`src/rtl/cobi_pkg.sv`:
```
// -----------------------------------------------------------------------------
// cobi_pkg
// Shared definitions for the COBI oscillator-array sequencer: FSM state
// encoding, chip bus widths, scan-chain geometry and counter widths.
// No ports (package).
// -----------------------------------------------------------------------------
package cobi_pkg;

  localparam int COBI_CHAIN_LEN  = 504;  // bits in the chip scan chain
  localparam int COBI_ADDR_W     = 6;    // row / column address width
  localparam int COBI_WEIGHT_W   = 6;    // weight value width
  localparam int COBI_RES_W      = 8;    // result word width
  localparam int COBI_NUM_BYTES  = COBI_CHAIN_LEN / COBI_RES_W;  // 63
  localparam int COBI_BIT_IDX_W  = 9;    // holds 0..503
  localparam int COBI_BYTE_CNT_W = 6;    // holds 0..62
  localparam int COBI_BIT_SEL_W  = $clog2(COBI_RES_W);

  localparam logic [COBI_BIT_IDX_W-1:0]  COBI_LAST_BIT  = COBI_BIT_IDX_W'(COBI_CHAIN_LEN - 1);
  localparam logic [COBI_BYTE_CNT_W-1:0] COBI_LAST_BYTE = COBI_BYTE_CNT_W'(COBI_NUM_BYTES - 1);

  typedef enum logic [3:0] {
    ST_IDLE,
    ST_WR_SETUP,
    ST_WR_STROBE,
    ST_WR_HOLD,
    ST_RUN,
    ST_SAMPLE,
    ST_SCAN_LO,
    ST_SCAN_HI,
    ST_EMIT
  } cobi_state_e;

  // The weight bus is owned (and o_WEIGHT_EN asserted) in these states.
  function automatic logic is_write_state(cobi_state_e s);
    return (s == ST_WR_SETUP) || (s == ST_WR_STROBE) || (s == ST_WR_HOLD);
  endfunction

endpackage

```
`src/rtl/cobi_sequencer_if.sv`:
```
// -----------------------------------------------------------------------------
// cobi_sequencer_if
// Host-side bundle of the sequencer: weight-write handshake, run request /
// busy flag and the result byte stream. Signal names keep the sequencer's
// point of view (i_* enter the sequencer, o_* leave it).
//   modport master : host register logic (drives i_*, observes o_*)
//   modport slave  : cobi_sequencer
// -----------------------------------------------------------------------------
interface cobi_sequencer_if;
  import cobi_pkg::*;

  logic                      i_WR_VALID;
  logic                      o_WR_READY;
  logic [COBI_ADDR_W-1:0]    i_WR_ROW;
  logic [COBI_ADDR_W-1:0]    i_WR_COL;
  logic [COBI_WEIGHT_W-1:0]  i_WR_DATA;
  logic                      i_START;
  logic                      o_BUSY;
  logic [COBI_RES_W-1:0]     o_RES_DATA;
  logic                      o_RES_VALID;
  logic                      i_RES_READY;
  logic                      o_RES_LAST;

  modport master (
    output i_WR_VALID, i_WR_ROW, i_WR_COL, i_WR_DATA, i_START, i_RES_READY,
    input  o_WR_READY, o_BUSY, o_RES_DATA, o_RES_VALID, o_RES_LAST
  );

  modport slave (
    input  i_WR_VALID, i_WR_ROW, i_WR_COL, i_WR_DATA, i_START, i_RES_READY,
    output o_WR_READY, o_BUSY, o_RES_DATA, o_RES_VALID, o_RES_LAST
  );

endinterface

```
`src/rtl/cobi_scan_deser.sv`:
```
// -----------------------------------------------------------------------------
// cobi_scan_deser
// Scan-chain deserialiser: captures one chip scan bit per capture strobe into
// the selected bit of an 8-bit word, and on the emit strobe copies the word
// into a valid/ready output stage that holds it until accepted.
// Ports:
//   clk_i, rstn_i      clock, synchronous active-low reset
//   capture_i          sample dout_i into bit bit_sel_i this cycle
//   bit_sel_i [2:0]    destination bit (chain index mod 8)
//   dout_i             chip scan-chain output
//   load_i             present the assembled word on the stream
//   last_i             word being loaded is the final one of the run
//   ready_i            downstream ready
//   data_o/valid_o/last_o  result stream (registered)
//   accept_o           handshake this cycle (valid_o & ready_i)
// -----------------------------------------------------------------------------
module cobi_scan_deser
  import cobi_pkg::*;
(
  input  logic                      clk_i,
  input  logic                      rstn_i,
  input  logic                      capture_i,
  input  logic [COBI_BIT_SEL_W-1:0] bit_sel_i,
  input  logic                      dout_i,
  input  logic                      load_i,
  input  logic                      last_i,
  input  logic                      ready_i,
  output logic [COBI_RES_W-1:0]     data_o,
  output logic                      valid_o,
  output logic                      last_o,
  output logic                      accept_o
);

  logic [COBI_RES_W-1:0] shift_w;
  logic [COBI_RES_W-1:0] data_q;
  logic                  valid_q;
  logic                  last_q;

  // One flop per word bit; every bit is rewritten each byte, so no clearing
  // is needed between words.
  for (genvar gi = 0; gi < COBI_RES_W; gi++) begin : g_bit
    logic bit_q;
    always_ff @(posedge clk_i) begin
      if (!rstn_i) begin
        bit_q <= 1'b0;
      end else if (capture_i && (bit_sel_i == COBI_BIT_SEL_W'(gi))) begin
        bit_q <= dout_i;
      end
    end
    assign shift_w[gi] = bit_q;
  end

  assign accept_o = valid_q & ready_i;

  always_ff @(posedge clk_i) begin
    if (!rstn_i) begin
      data_q  <= '0;
      valid_q <= 1'b0;
      last_q  <= 1'b0;
    end else if (load_i) begin
      data_q  <= shift_w;
      valid_q <= 1'b1;
      last_q  <= last_i;
    end else if (accept_o) begin
      // Data is left in place; only the qualifiers drop.
      valid_q <= 1'b0;
      last_q  <= 1'b0;
    end
  end

  assign data_o  = data_q;
  assign valid_o = valid_q;
  assign last_o  = last_q;

endmodule

```
`src/rtl/cobi_sequencer.sv`:
```
// -----------------------------------------------------------------------------
// cobi_sequencer
// Drives the COBI chip programming, run and scan-out pins. Accepts weight
// writes and run requests from the host, sequences latch strobes, ROSC
// enable, sample pulse and scan clock, and returns the 504-bit scan chain as
// 63 bytes on a valid/ready stream. Every chip pin comes straight from a flop.
// Parameters:
//   WR_PULSE      cycles o_ADDR_EN64 is high per write
//   RUN_CYCLES    cycles o_ROSC_EN is high before sampling
//   SAMPLE_PULSE  cycles o_SAMPLE_CLK is high
//   SCAN_HALF     cycles per half period of o_SCANOUT_CLK
// Ports:
//   i_CLK, i_RSTN        clock, synchronous active-low reset
//   host                 cobi_sequencer_if.slave (writes, start/busy, results)
//   o_ROW_ADDR/o_COL_ADDR/o_WEIGHT   chip weight bus
//   o_ADDR_EN64, o_WEIGHT_EN, o_ROSC_EN, o_SAMPLE_CLK, o_SCANOUT_CLK,
//   o_ALL_ROW_HI         chip controls
//   i_SCANOUT_DOUT64     chip scan-chain output
// -----------------------------------------------------------------------------
module cobi_sequencer
  import cobi_pkg::*;
#(
  parameter int unsigned WR_PULSE     = 2,
  parameter int unsigned RUN_CYCLES   = 1000,
  parameter int unsigned SAMPLE_PULSE = 2,
  parameter int unsigned SCAN_HALF    = 2
) (
  input  logic                     i_CLK,
  input  logic                     i_RSTN,
  cobi_sequencer_if.slave          host,
  output logic [COBI_ADDR_W-1:0]   o_ROW_ADDR,
  output logic [COBI_ADDR_W-1:0]   o_COL_ADDR,
  output logic [COBI_WEIGHT_W-1:0] o_WEIGHT,
  output logic                     o_ADDR_EN64,
  output logic                     o_WEIGHT_EN,
  output logic                     o_ROSC_EN,
  output logic                     o_SAMPLE_CLK,
  output logic                     o_SCANOUT_CLK,
  output logic                     o_ALL_ROW_HI,
  input  logic                     i_SCANOUT_DOUT64
);

  localparam logic [31:0] WR_LAST     = 32'(WR_PULSE - 1);
  localparam logic [31:0] RUN_LAST    = 32'(RUN_CYCLES - 1);
  localparam logic [31:0] SAMPLE_LAST = 32'(SAMPLE_PULSE - 1);
  localparam logic [31:0] HALF_LAST   = 32'(SCAN_HALF - 1);

  cobi_state_e                 state_q, state_d;
  logic [31:0]                 cnt_q, cnt_d;        // cycles spent in current timed state
  logic [COBI_BIT_IDX_W-1:0]   bit_idx_q, bit_idx_d;
  logic [COBI_BYTE_CNT_W-1:0]  byte_cnt_q, byte_cnt_d;

  logic [COBI_ADDR_W-1:0]      row_q, col_q;
  logic [COBI_WEIGHT_W-1:0]    weight_q;
  logic                        wr_ready_q, busy_q;
  logic                        addr_en_q, weight_en_q, rosc_en_q, sample_clk_q, scan_clk_q;

  logic                        wr_accept;
  logic                        capture;
  logic                        load;
  logic                        res_accept;

  // ---------------------------------------------------------------------------
  // Next-state logic
  // ---------------------------------------------------------------------------
  always_comb begin
    state_d    = state_q;
    cnt_d      = cnt_q;
    bit_idx_d  = bit_idx_q;
    byte_cnt_d = byte_cnt_q;
    wr_accept  = 1'b0;
    capture    = 1'b0;
    load       = 1'b0;

    unique case (state_q)
      ST_IDLE: begin
        // A write in the same cycle as a start wins; the start is dropped.
        if (host.i_WR_VALID && wr_ready_q) begin
          wr_accept = 1'b1;
          state_d   = ST_WR_SETUP;
          cnt_d     = '0;
        end else if (host.i_START) begin
          state_d    = ST_RUN;
          cnt_d      = '0;
          bit_idx_d  = '0;
          byte_cnt_d = '0;
        end
      end

      ST_WR_SETUP: begin
        state_d = ST_WR_STROBE;
        cnt_d   = '0;
      end

      ST_WR_STROBE: begin
        if (cnt_q == WR_LAST) begin
          state_d = ST_WR_HOLD;
          cnt_d   = '0;
        end else begin
          cnt_d = cnt_q + 32'd1;
        end
      end

      ST_WR_HOLD: begin
        state_d = ST_IDLE;
      end

      ST_RUN: begin
        if (cnt_q == RUN_LAST) begin
          state_d = ST_SAMPLE;
          cnt_d   = '0;
        end else begin
          cnt_d = cnt_q + 32'd1;
        end
      end

      ST_SAMPLE: begin
        if (cnt_q == SAMPLE_LAST) begin
          state_d   = ST_SCAN_LO;
          cnt_d     = '0;
          bit_idx_d = '0;
        end else begin
          cnt_d = cnt_q + 32'd1;
        end
      end

      ST_SCAN_LO: begin
        // Sample the chain at the end of the low phase, just before the
        // rising scan edge advances it.
        if (cnt_q == HALF_LAST) begin
          capture = 1'b1;
          state_d = ST_SCAN_HI;
          cnt_d   = '0;
        end else begin
          cnt_d = cnt_q + 32'd1;
        end
      end

      ST_SCAN_HI: begin
        if (cnt_q == HALF_LAST) begin
          cnt_d     = '0;
          bit_idx_d = (bit_idx_q == COBI_LAST_BIT) ? '0 : bit_idx_q + 1'b1;
          // Eighth bit of the byte just completed -> hand the byte out.
          if (bit_idx_q[COBI_BIT_SEL_W-1:0] == '1) begin
            load    = 1'b1;
            state_d = ST_EMIT;
          end else begin
            state_d = ST_SCAN_LO;
          end
        end else begin
          cnt_d = cnt_q + 32'd1;
        end
      end

      ST_EMIT: begin
        // Scan clock stays low here, so backpressure simply pauses the chain.
        if (res_accept) begin
          if (byte_cnt_q == COBI_LAST_BYTE) begin
            state_d = ST_IDLE;
          end else begin
            byte_cnt_d = byte_cnt_q + 1'b1;
            state_d    = ST_SCAN_LO;
            cnt_d      = '0;
          end
        end
      end

      default: begin
        state_d = ST_IDLE;
      end
    endcase
  end

  // ---------------------------------------------------------------------------
  // State and pin registers. Pin values are decoded from state_d so that each
  // pin flop lines up with the state it belongs to.
  // ---------------------------------------------------------------------------
  always_ff @(posedge i_CLK) begin
    if (!i_RSTN) begin
      state_q      <= ST_IDLE;
      cnt_q        <= '0;
      bit_idx_q    <= '0;
      byte_cnt_q   <= '0;
      row_q        <= '0;
      col_q        <= '0;
      weight_q     <= '0;
      wr_ready_q   <= 1'b1;
      busy_q       <= 1'b0;
      addr_en_q    <= 1'b0;
      weight_en_q  <= 1'b0;
      rosc_en_q    <= 1'b0;
      sample_clk_q <= 1'b0;
      scan_clk_q   <= 1'b0;
    end else begin
      state_q      <= state_d;
      cnt_q        <= cnt_d;
      bit_idx_q    <= bit_idx_d;
      byte_cnt_q   <= byte_cnt_d;
      if (wr_accept) begin
        row_q    <= host.i_WR_ROW;
        col_q    <= host.i_WR_COL;
        weight_q <= host.i_WR_DATA;
      end
      wr_ready_q   <= (state_d == ST_IDLE);
      busy_q       <= (state_d != ST_IDLE);
      addr_en_q    <= (state_d == ST_WR_STROBE);
      weight_en_q  <= is_write_state(state_d);
      rosc_en_q    <= (state_d == ST_RUN) || (state_d == ST_SAMPLE);
      sample_clk_q <= (state_d == ST_SAMPLE);
      scan_clk_q   <= (state_d == ST_SCAN_HI);
    end
  end

  // ---------------------------------------------------------------------------
  // Scan deserialiser and result stream
  // ---------------------------------------------------------------------------
  cobi_scan_deser u_deser (
    .clk_i     (i_CLK),
    .rstn_i    (i_RSTN),
    .capture_i (capture),
    .bit_sel_i (bit_idx_q[COBI_BIT_SEL_W-1:0]),
    .dout_i    (i_SCANOUT_DOUT64),
    .load_i    (load),
    .last_i    (byte_cnt_q == COBI_LAST_BYTE),
    .ready_i   (host.i_RES_READY),
    .data_o    (host.o_RES_DATA),
    .valid_o   (host.o_RES_VALID),
    .last_o    (host.o_RES_LAST),
    .accept_o  (res_accept)
  );

  assign host.o_WR_READY = wr_ready_q;
  assign host.o_BUSY     = busy_q;

  assign o_ROW_ADDR    = row_q;
  assign o_COL_ADDR    = col_q;
  assign o_WEIGHT      = weight_q;
  assign o_ADDR_EN64   = addr_en_q;
  assign o_WEIGHT_EN   = weight_en_q;
  assign o_ROSC_EN     = rosc_en_q;
  assign o_SAMPLE_CLK  = sample_clk_q;
  assign o_SCANOUT_CLK = scan_clk_q;
  // Zeros are shifted into the chain behind the captured bits.
  assign o_ALL_ROW_HI  = 1'b0;

endmodule

```
`src/flat_wrapper.sv`:
```
// flat-port wrapper written by rule: the top's interface ports become plain ports
module cobi_sequencer_flat import cobi_pkg::*;
#(
  parameter int unsigned WR_PULSE     = 2,
  parameter int unsigned RUN_CYCLES   = 1000,
  parameter int unsigned SAMPLE_PULSE = 2,
  parameter int unsigned SCAN_HALF    = 2
)
  (i_CLK, i_RSTN, o_ROW_ADDR, o_COL_ADDR, o_WEIGHT, o_ADDR_EN64, o_WEIGHT_EN, o_ROSC_EN, o_SAMPLE_CLK, o_SCANOUT_CLK, o_ALL_ROW_HI, i_SCANOUT_DOUT64, host_i_WR_VALID, host_i_WR_ROW, host_i_WR_COL, host_i_WR_DATA, host_i_START, host_i_RES_READY, host_o_WR_READY, host_o_BUSY, host_o_RES_DATA, host_o_RES_VALID, host_o_RES_LAST);
  cobi_sequencer_if host_i ();
  input  logic i_CLK;
  input  logic i_RSTN;
  output logic [COBI_ADDR_W-1:0] o_ROW_ADDR;
  output logic [COBI_ADDR_W-1:0] o_COL_ADDR;
  output logic [COBI_WEIGHT_W-1:0] o_WEIGHT;
  output logic o_ADDR_EN64;
  output logic o_WEIGHT_EN;
  output logic o_ROSC_EN;
  output logic o_SAMPLE_CLK;
  output logic o_SCANOUT_CLK;
  output logic o_ALL_ROW_HI;
  input  logic i_SCANOUT_DOUT64;
  input wire logic [$bits(host_i.i_WR_VALID)-1:0] host_i_WR_VALID;
  input wire logic [$bits(host_i.i_WR_ROW)-1:0] host_i_WR_ROW;
  input wire logic [$bits(host_i.i_WR_COL)-1:0] host_i_WR_COL;
  input wire logic [$bits(host_i.i_WR_DATA)-1:0] host_i_WR_DATA;
  input wire logic [$bits(host_i.i_START)-1:0] host_i_START;
  input wire logic [$bits(host_i.i_RES_READY)-1:0] host_i_RES_READY;
  output wire logic [$bits(host_i.o_WR_READY)-1:0] host_o_WR_READY;
  output wire logic [$bits(host_i.o_BUSY)-1:0] host_o_BUSY;
  output wire logic [$bits(host_i.o_RES_DATA)-1:0] host_o_RES_DATA;
  output wire logic [$bits(host_i.o_RES_VALID)-1:0] host_o_RES_VALID;
  output wire logic [$bits(host_i.o_RES_LAST)-1:0] host_o_RES_LAST;
  assign host_i.i_WR_VALID = host_i_WR_VALID;
  assign host_i.i_WR_ROW = host_i_WR_ROW;
  assign host_i.i_WR_COL = host_i_WR_COL;
  assign host_i.i_WR_DATA = host_i_WR_DATA;
  assign host_i.i_START = host_i_START;
  assign host_i.i_RES_READY = host_i_RES_READY;
  assign host_o_WR_READY = host_i.o_WR_READY;
  assign host_o_BUSY = host_i.o_BUSY;
  assign host_o_RES_DATA = host_i.o_RES_DATA;
  assign host_o_RES_VALID = host_i.o_RES_VALID;
  assign host_o_RES_LAST = host_i.o_RES_LAST;
  cobi_sequencer #(.WR_PULSE(WR_PULSE), .RUN_CYCLES(RUN_CYCLES), .SAMPLE_PULSE(SAMPLE_PULSE), .SCAN_HALF(SCAN_HALF)) u_core (.i_CLK(i_CLK), .i_RSTN(i_RSTN), .host(host_i), .o_ROW_ADDR(o_ROW_ADDR), .o_COL_ADDR(o_COL_ADDR), .o_WEIGHT(o_WEIGHT), .o_ADDR_EN64(o_ADDR_EN64), .o_WEIGHT_EN(o_WEIGHT_EN), .o_ROSC_EN(o_ROSC_EN), .o_SAMPLE_CLK(o_SAMPLE_CLK), .o_SCANOUT_CLK(o_SCANOUT_CLK), .o_ALL_ROW_HI(o_ALL_ROW_HI), .i_SCANOUT_DOUT64(i_SCANOUT_DOUT64));
endmodule
```
`config.mk`:
```
export PLATFORM = sky130hd
export DESIGN_NAME = cobi_sequencer_flat
export DESIGN_NICKNAME = d
export VERILOG_FILES = /design/src/rtl/cobi_pkg.sv /design/src/rtl/cobi_sequencer_if.sv /design/src/rtl/cobi_scan_deser.sv /design/src/rtl/cobi_sequencer.sv /design/src/flat_wrapper.sv
export SDC_FILE = /design/constraint.sdc
export NUM_CORES = 1
export LEC_CHECK = 0
export ABC_CLOCK_PERIOD_IN_PS = 6300
export CORE_ASPECT_RATIO = 1.2
export CORE_MARGIN = 3
export CORE_UTILIZATION = 60
export CTS_BUF_LIST = sky130_fd_sc_hd__clkbuf_2
export CTS_CLUSTER_SIZE = 8
export DETAILED_ROUTE_END_ITERATION = 16
export PLACE_DENSITY_LB_ADDON = 0.2
export SYNTH_ARGS = -nofsm -noshare
export SYNTH_HDL_FRONTEND = slang
export SYNTH_SLANG_ARGS = --single-unit
```
`constraint.sdc`:
```
create_clock -name i_CLK -period 6.3 [get_ports i_CLK]
set_clock_uncertainty 0.15 [all_clocks]
set_input_delay 0.63 -clock i_CLK [delete_from_list [all_inputs] [get_ports i_CLK]]
set_output_delay 0.63 -clock i_CLK [all_outputs]
set_load 0.05 [all_outputs]
```
==> qor.yml, run 1 <==
cts_resized: 0
numPortBuffers: 58
ys_seq_elements: 94
synth_cell_types: 67
cts_tree: "built"
synth_nets: 573
setup-violations-final: 0
reg2reg_from: "u_core.state_q[3]"
cp.arrival_ps: 3250
cp_max_fo: 19
r2r_cells: 6
synth_area_leader_cell: "dfxtp_1"
drive_gt1_share_pct: 9.29
dieArea_sq_mm: 0.00890
powerDensity_mw_per_mm2: 260
grt_use_total_pct: 25.3
synth_top_cell_area_share_pct: 40.2
maxSlewViolCount: 0
period_share_pct: 46.1
critPathLaunchType: "flop"
required_ps: 6650
dr.pass1.iters: 5
postRouteAntennaNets: 0
fp.dieW_microns: 86.6
via_per_inst: 5.91
first_iter_violations: 236
fp.dieH_microns: 103
cp-startpoint: "u_core.state_q[3]"
finalNetCount: 621
crit_type: "reg2reg"
num_antenna_cells: 0
crit_path_end: "u_core.cnt_q[25]"
clk_pin_slew_ps: 260
avgSynthCellArea_sq_um: 8.68
grt_pass1_wl_microns: 18000
grt_pass1_vias: 3910
grt_max_degree: 50
finalWirelength_microns: 10800
floorplan.initialDensity_pct: 63.2
dr_total_vias: 4028
grt_overflow: 0
wl_per_cell_microns: 15.9
yosys.area_share.simple_pct: 30.9
holdCritPathClass: "reg2reg"
synthMuxAreaShare_pct: 1.93
r2r_slack_ps: 3390
worst_pin_slew_ps: 1110
dp_cells: 666
syn_area_sq_mm: 0.00468
cts_buffers: 9
netlist_top_cells_area: "dfxtp_1, nand2_1, a21boi_0"
post-cts-setup-buffers: 0
hpwl_microns: 8020
status: "finished clean"
syn_to_final_growth_pct: 15.1
ys_seq_area_share_pct: 40.2
multiInputGateArea_sq_mm: 0.00264
htreeDepth: 3
async_flop_share_pct: 0
finalSetupTns_ps: 0
num_rows: 34
core_area_sq_mm: 0.00740
drc: 0
synth_top_family_by_area: "simple AND/OR/NAND/NOR gates"
drv_cap: 0
hold_viol_final: 0
synth_edf_count: 0
synthFlopType: "dfxtp_1"
ys_warn_count: 0
gp_congestion: 0.877
fin_cells: 682
n_fill_cell: 605
synth_adder_area_share_pct: 2.67
insertion_delay_ps: 530
synth-xor-area-share_pct: 5.80
maxSlewHeadroom_pct: 25.3
period_needed_ps: 2910
seq_area_sq_mm: 0.00188
clock_sink_count: 94
clock.fmax_mhz: 344
antenna_found_initial: 0
pin_count: 60
syn_inst: 539
critPathCaptureType: "flop"
rsz0062_at_grt: "false"
timing.rr.end: "u_core.cnt_q[25]"
clk_path_buf_depth: 2
synth_compound_area_share_pct: 15.0
cts_root_buffer: "clkbuf_2"
postCtsHoldBufs: 0
peakVddDrop_uv: 202
power.leakage_nw: 1.80
## synth_stat cells (2+ instances only)
library cell	instances
nor4_4	2
dfxtp_1	94
o21ai_1	2
a21bo_2	2
nand4_2	2
a21oi_1	16
nor4_1	16
nand3_1	18
nand2_1	79
and2_1	6
and3_1	7
nor4_2	4
nand2b_1	5
mux2i_1	9
nor3_2	2
o21a_1	2
o31a_1	2
nand3_2	2
nor2_1	47
xnor2_1	23
nand2_2	2
nand4_1	15
a21boi_0	28
o31ai_1	5
nor2b_1	16
o21ai_0	14
buf_2	9
nand3b_1	3
o2111ai_1	2
or3_1	5
o21ai_2	2
inv_1	12
ha_1	10
clkbuf_1	13
nor4b_1	4
or2_2	2
or4_1	4
and4_1	6
a21oi_2	3
xor2_1	8
nor3_1	10
## power by group
part           switching (mW)  internal (mW)  leakage, nW
clock                   0.207         0.0549       0.0508
combinational           0.308          0.154        0.991
sequential             0.0399          0.639        0.761
## cell usage in the layout (no fill, tap or decap), drive strengths merged, types with 2 or more instances in the layout
| cell | n |
|---|---|
| a21bo | 2 |
| a21boi | 28 |
| a21oi | 20 |
| and2 | 6 |
| and3 | 7 |
| and4 | 7 |
| buf | 3 |
| clkbuf | 10 |
| clkdlybuf4s50 | 58 |
| clkinvlp | 4 |
| dfxtp | 94 |
| ha | 10 |
| inv | 13 |
| mux2i | 9 |
| nand2 | 81 |
| nand2b | 5 |
| nand3 | 20 |
| nand3b | 3 |
| nand4 | 18 |
| nor2 | 49 |
| nor2b | 16 |
| nor3 | 12 |
| nor4 | 22 |
| nor4b | 5 |
| o2111ai | 2 |
| o211ai | 2 |
| o21a | 2 |
| o21ai | 18 |
| o21bai | 2 |
| o311ai | 2 |
| o31a | 2 |
| o31ai | 5 |
| or2 | 2 |
| or3 | 5 |
| or4 | 4 |
| xnor2 | 23 |
| xor2 | 8 |
## worst max-delay path, stage by stage (launching register included)
cell and delay [ps]:
dfxtp_1 860, nand3_2 210, a21oi_4 250, o211ai_4 180
or4_1 700, or3_1 390, a21oi_2 130
## kinds of logic after synthesis
| family | Yosys count |
|---|---|
| AND/OR/NAND/NOR | 263 |
| AO/OA/AOI/OAI | 95 |
| flip-flops | 94 |
| buffers and inverters | 36 |
| XOR/XNOR | 31 |
| adder cells (fa/ha/maj) | 10 |
| multiplexers | 9 |
| other | 1 |
## stage by stage
step / util [%] / setup slack (ps) / hold WS [ps] / power [mW] / area [sq um]
2_1_floorplan: - / 3780 / 293 / 1.01 / 4680
3_3_place_gp: 71.4 / 3200 / 300 / 1.14 / 5290
3_5_place_dp: 71.4 / 3120 / 308 / 1.15 / 5290
4_1_cts: 72.7 / 3420 / 335 / 1.41 / 5380
5_1_grt: 72.7 / 3230 / 356 / 1.48 / 5380
6_report: 72.7 / 3390 / 329 / 1.40 / 5380
## per-layer routing
metal  routed length [microns]  GRT usage [%]
met5                         0              0
met2                      5680           45.6
met3                       347           4.16
met4                       368           12.4
met1                      4440           28.9
## registers in the layout, summed over array words and instances, names as in the netlist, 4 cells and up
name,flops
u_core.o_WEIGHT,6
u_core.bit_idx_q,9
u_core.byte_cnt_q,6
u_core.u_deser.data_o,8
u_core.state_q,4
u_core.u_deser.g_bit.bit_q,8
u_core.cnt_q,32
u_core.o_ROW_ADDR,6
u_core.o_COL_ADDR,6
## cell type report
type,count,area share [%]
clock buffers,10,0.930
clock inverters,6,0.883
inverters,12,0.837
multi-input cells,409,49.1
flip-flops and latches,94,35.0
well taps,90,2.09
repair buffers,61,11.2
## how the worst min path moves through the flow
| stage | from | slack [ps] | end | cells after the start |
|---|---|---|---|---|
| 4_1_cts | u_core.o_WEIGHT[1] | 330 | u_core.o_WEIGHT[1] | 2 |
| 3_3_place_gp | u_core.u_deser.data_o[5] | 300 | u_core.u_deser.data_o[5] | 2 |
| 2_1_floorplan | u_core.u_deser.g_bit[0].bit_q | 290 | u_core.u_deser.data_o[0] | 2 |
| 6_report | u_core.o_WEIGHT[4] | 330 | u_core.o_WEIGHT[4] | 2 |
| 3_5_place_dp | u_core.o_COL_ADDR[0] | 310 | u_core.o_COL_ADDR[0] | 2 |
| 5_1_grt | u_core.o_WEIGHT[1] | 360 | u_core.o_WEIGHT[1] | 2 |
Note: power is estimated with default switching activity, not from simulation.
==> inputs of run 2 (changes only) <==
Settings changed: ABC_CLOCK_PERIOD_IN_PS 6300 to 2300, CORE_UTILIZATION 60 to 52.
Clock period 6.3 ns to 2.3 ns, I/O delays scaled along.
==> run 2 against run 1 <==
Sequential power rose to 2.7 times the previous value. Power rose to 3.1 times the previous value. The run now ends with negative setup slack left. Sequential share of layout area down 5.5 points.
==> qor.yml, run 2 (same netlist as run 1, synthesis figures left out) <==
grt_use_total_pct: 24.5
maxSlewHeadroom_pct: 56.7
critPathCaptureType: "flop"
peakVddDrop_uv: 302
crit_chain: "nor4_4, nand4_4, buf_4, nor4_4, o311ai_2, and2_1, a2111o_1"
holdCritPathClass: "in2reg"
drc: 0
htreeDepth: 3
insertion_delay_ps: 590
required_ps: 2660
r2r_slack_ps: -70
worst_pin_slew_ps: 649
timing.rr.end: "u_core.host.o_BUSY"
cpPeakStageDelay_ps: 410
via_per_inst: 5.53
grt_max_degree: 32
cpMaxStageDelayCell: "nor4_4"
crit_path_end: "u_core.host.o_BUSY"
fin_cells: 803
power.leakage_nw: 2.38
clock_sink_count: 94
setup-violations-final: 2
placed_area_sq_mm: 0.00590
crit_type: "reg2reg"
clk_path_buf_depth: 2
cp-startpoint: "u_core.cnt_q[19]"
final_core_util_pct: 74.6
dp_cells: 765
maxSlewViolCount: 0
preCtsSetupSlack_ps: -226
final_common_cell: "dfxtp_1"
cts_buffers: 9
gp_congestion: 0.872
grt_pass1_vias: 4325
violations: "negative setup slack"
clk_pin_slew_ps: 260
cp.arrival_ps: 2730
largest_register: "u_core.cnt_q"
grt_pass1_wl_microns: 20000
first_iter_violations: 216
critPathMostFrequentCell: "nor4_4"
status: "finished, violations left"
dr_total_vias: 4437
n_fill_cell: 626
reg_top3: "u_core.cnt_q x32, u_core.bit_idx_q x9"
dr.pass1.iters: 4
syn_to_final_growth_pct: 38.0
cp_max_fo: 5
core_area_sq_mm: 0.00866
num_antenna_cells: 0
rsz0062_at_grt: "true"
num_rows: 37
numPortBuffers: 58
hpwl_microns: 8860
final_cell_mix: "dfxtp_1, nand2_1, buf_4"
pin_count: 60
crit_buf_inv: 1
drive_gt1_share_pct: 25.4
min_path_cells: 3
fp.dieH_microns: 110
largest_reg_flops: 32
p_total_mw: 4.29
period_needed_ps: 2370
r2r_cells: 7
stdcell_area_sq_mm: 0.00646
postRouteAntennaNets: 0
finalSetupTns_ps: -82.5
finalNetCount: 715
dieArea_sq_mm: 0.0102
cts_root_buffer: "clkbuf_2"
wl_per_cell_microns: 15.5
hold_viol_final: 0
antenna_found_initial: 0
worst_slack_ps: -71.7
clock.fmax_mhz: 422
period_share_pct: 103
reg2reg_from: "u_core.cnt_q[19]"
holdWs_ps: 27.8
critPathLaunchType: "flop"
crit_cells: 7
cts_tree: "built"
drv_cap: 0
finalWirelength_microns: 12400
powerDensity_mw_per_mm2: 664
floorplan.initialDensity_pct: 54.1
grt_overflow: 0
critPathTopFamily: "simple AND/OR/NAND/NOR gates"
fp.dieW_microns: 92.6
## run 2: cell count changes in the layout (fill, tap and decap cells not counted), moves of 3 or more
cell | previous run | this run
nor4_4 | 2 | 8
buf_6 | 0 | 5
or3_4 | 0 | 3
clkinvlp_4 | 4 | 0
dfxtp_1 | 94 | 80
or3_1 | 5 | 2
dfxtp_2 | 0 | 13
buf_12 | 0 | 3
dlygate4sd3_1 | 0 | 14
nor4_1 | 16 | 8
buf_4 | 3 | 74
## run 2: worst min path at each step
| stage | start | endpoint | slack [ps] |
|---|---|---|---|
| after global routing | host_i_WR_DATA[5] | u_core.o_WEIGHT[5] | 10 |
| final | host_i_WR_DATA[2] | u_core.o_WEIGHT[2] | 30 |
| after floorplan | host_i_WR_COL[0] | u_core.o_COL_ADDR[0] | 220 |
| after CTS | host_i_WR_DATA[2] | u_core.o_WEIGHT[2] | 8 |
| after global placement | u_core.o_COL_ADDR[5] | u_core.o_COL_ADDR[5] | 300 |
| after detailed placement | u_core.o_COL_ADDR[5] | u_core.o_COL_ADDR[5] | 300 |
## run 2: area by class of cell
class                           count  area, sq um  share of cell area (%)
Inverter                           12         45.0                   0.697
Sequential cell                    94         1900                    29.4
Clock inverter                      6         70.1                    1.08
Tap cell                          117          146                    2.27
Multi-Input combinational cell    409         2850                    44.1
Timing Repair Buffer              155         1400                    21.6
Clock buffer                       10         50.0                   0.775
## run 2: report_power, final
part	switching (mW)	leakage [nW]	internal (mW)
Sequential	0.0786	0.767	1.75
Combinational	0.959	1.54	0.643
Clock	0.586	0.0769	0.266
Total	1.62	2.38	2.66
## run 2: metal layers
| metal | wire, microns | part of all wire, % | vias to the layer above | track usage [%] |
|---|---|---|---|---|
| li1 | - | - | 2188 | - |
| met3 | 341 | 2.7 | 20 | 3.29 |
| met1 | 4970 | 40 | 2154 | 27.2 |
| met4 | 282 | 2.3 | 0 | 11.5 |
| met5 | 0 | 0 | - | 0 |
| met2 | 6840 | 55 | 75 | 46.0 |
## run 2: worst min-delay path: cells and delay by family
kind            cells  cell delay, ps
compound gates      1              70
simple gates        1              50
buf+inv             1             400
## run 2: what timing repair did
item                                    in CTS  in global routing
pin swaps                                    3                  4
cloned                                       0                  1
hold endpoints to repair                    14                  0
hold buffers                                14                  0
gates resized for setup                     16                 35
endpoints found under the setup margin      16                 57
setup buffers                                2                  5
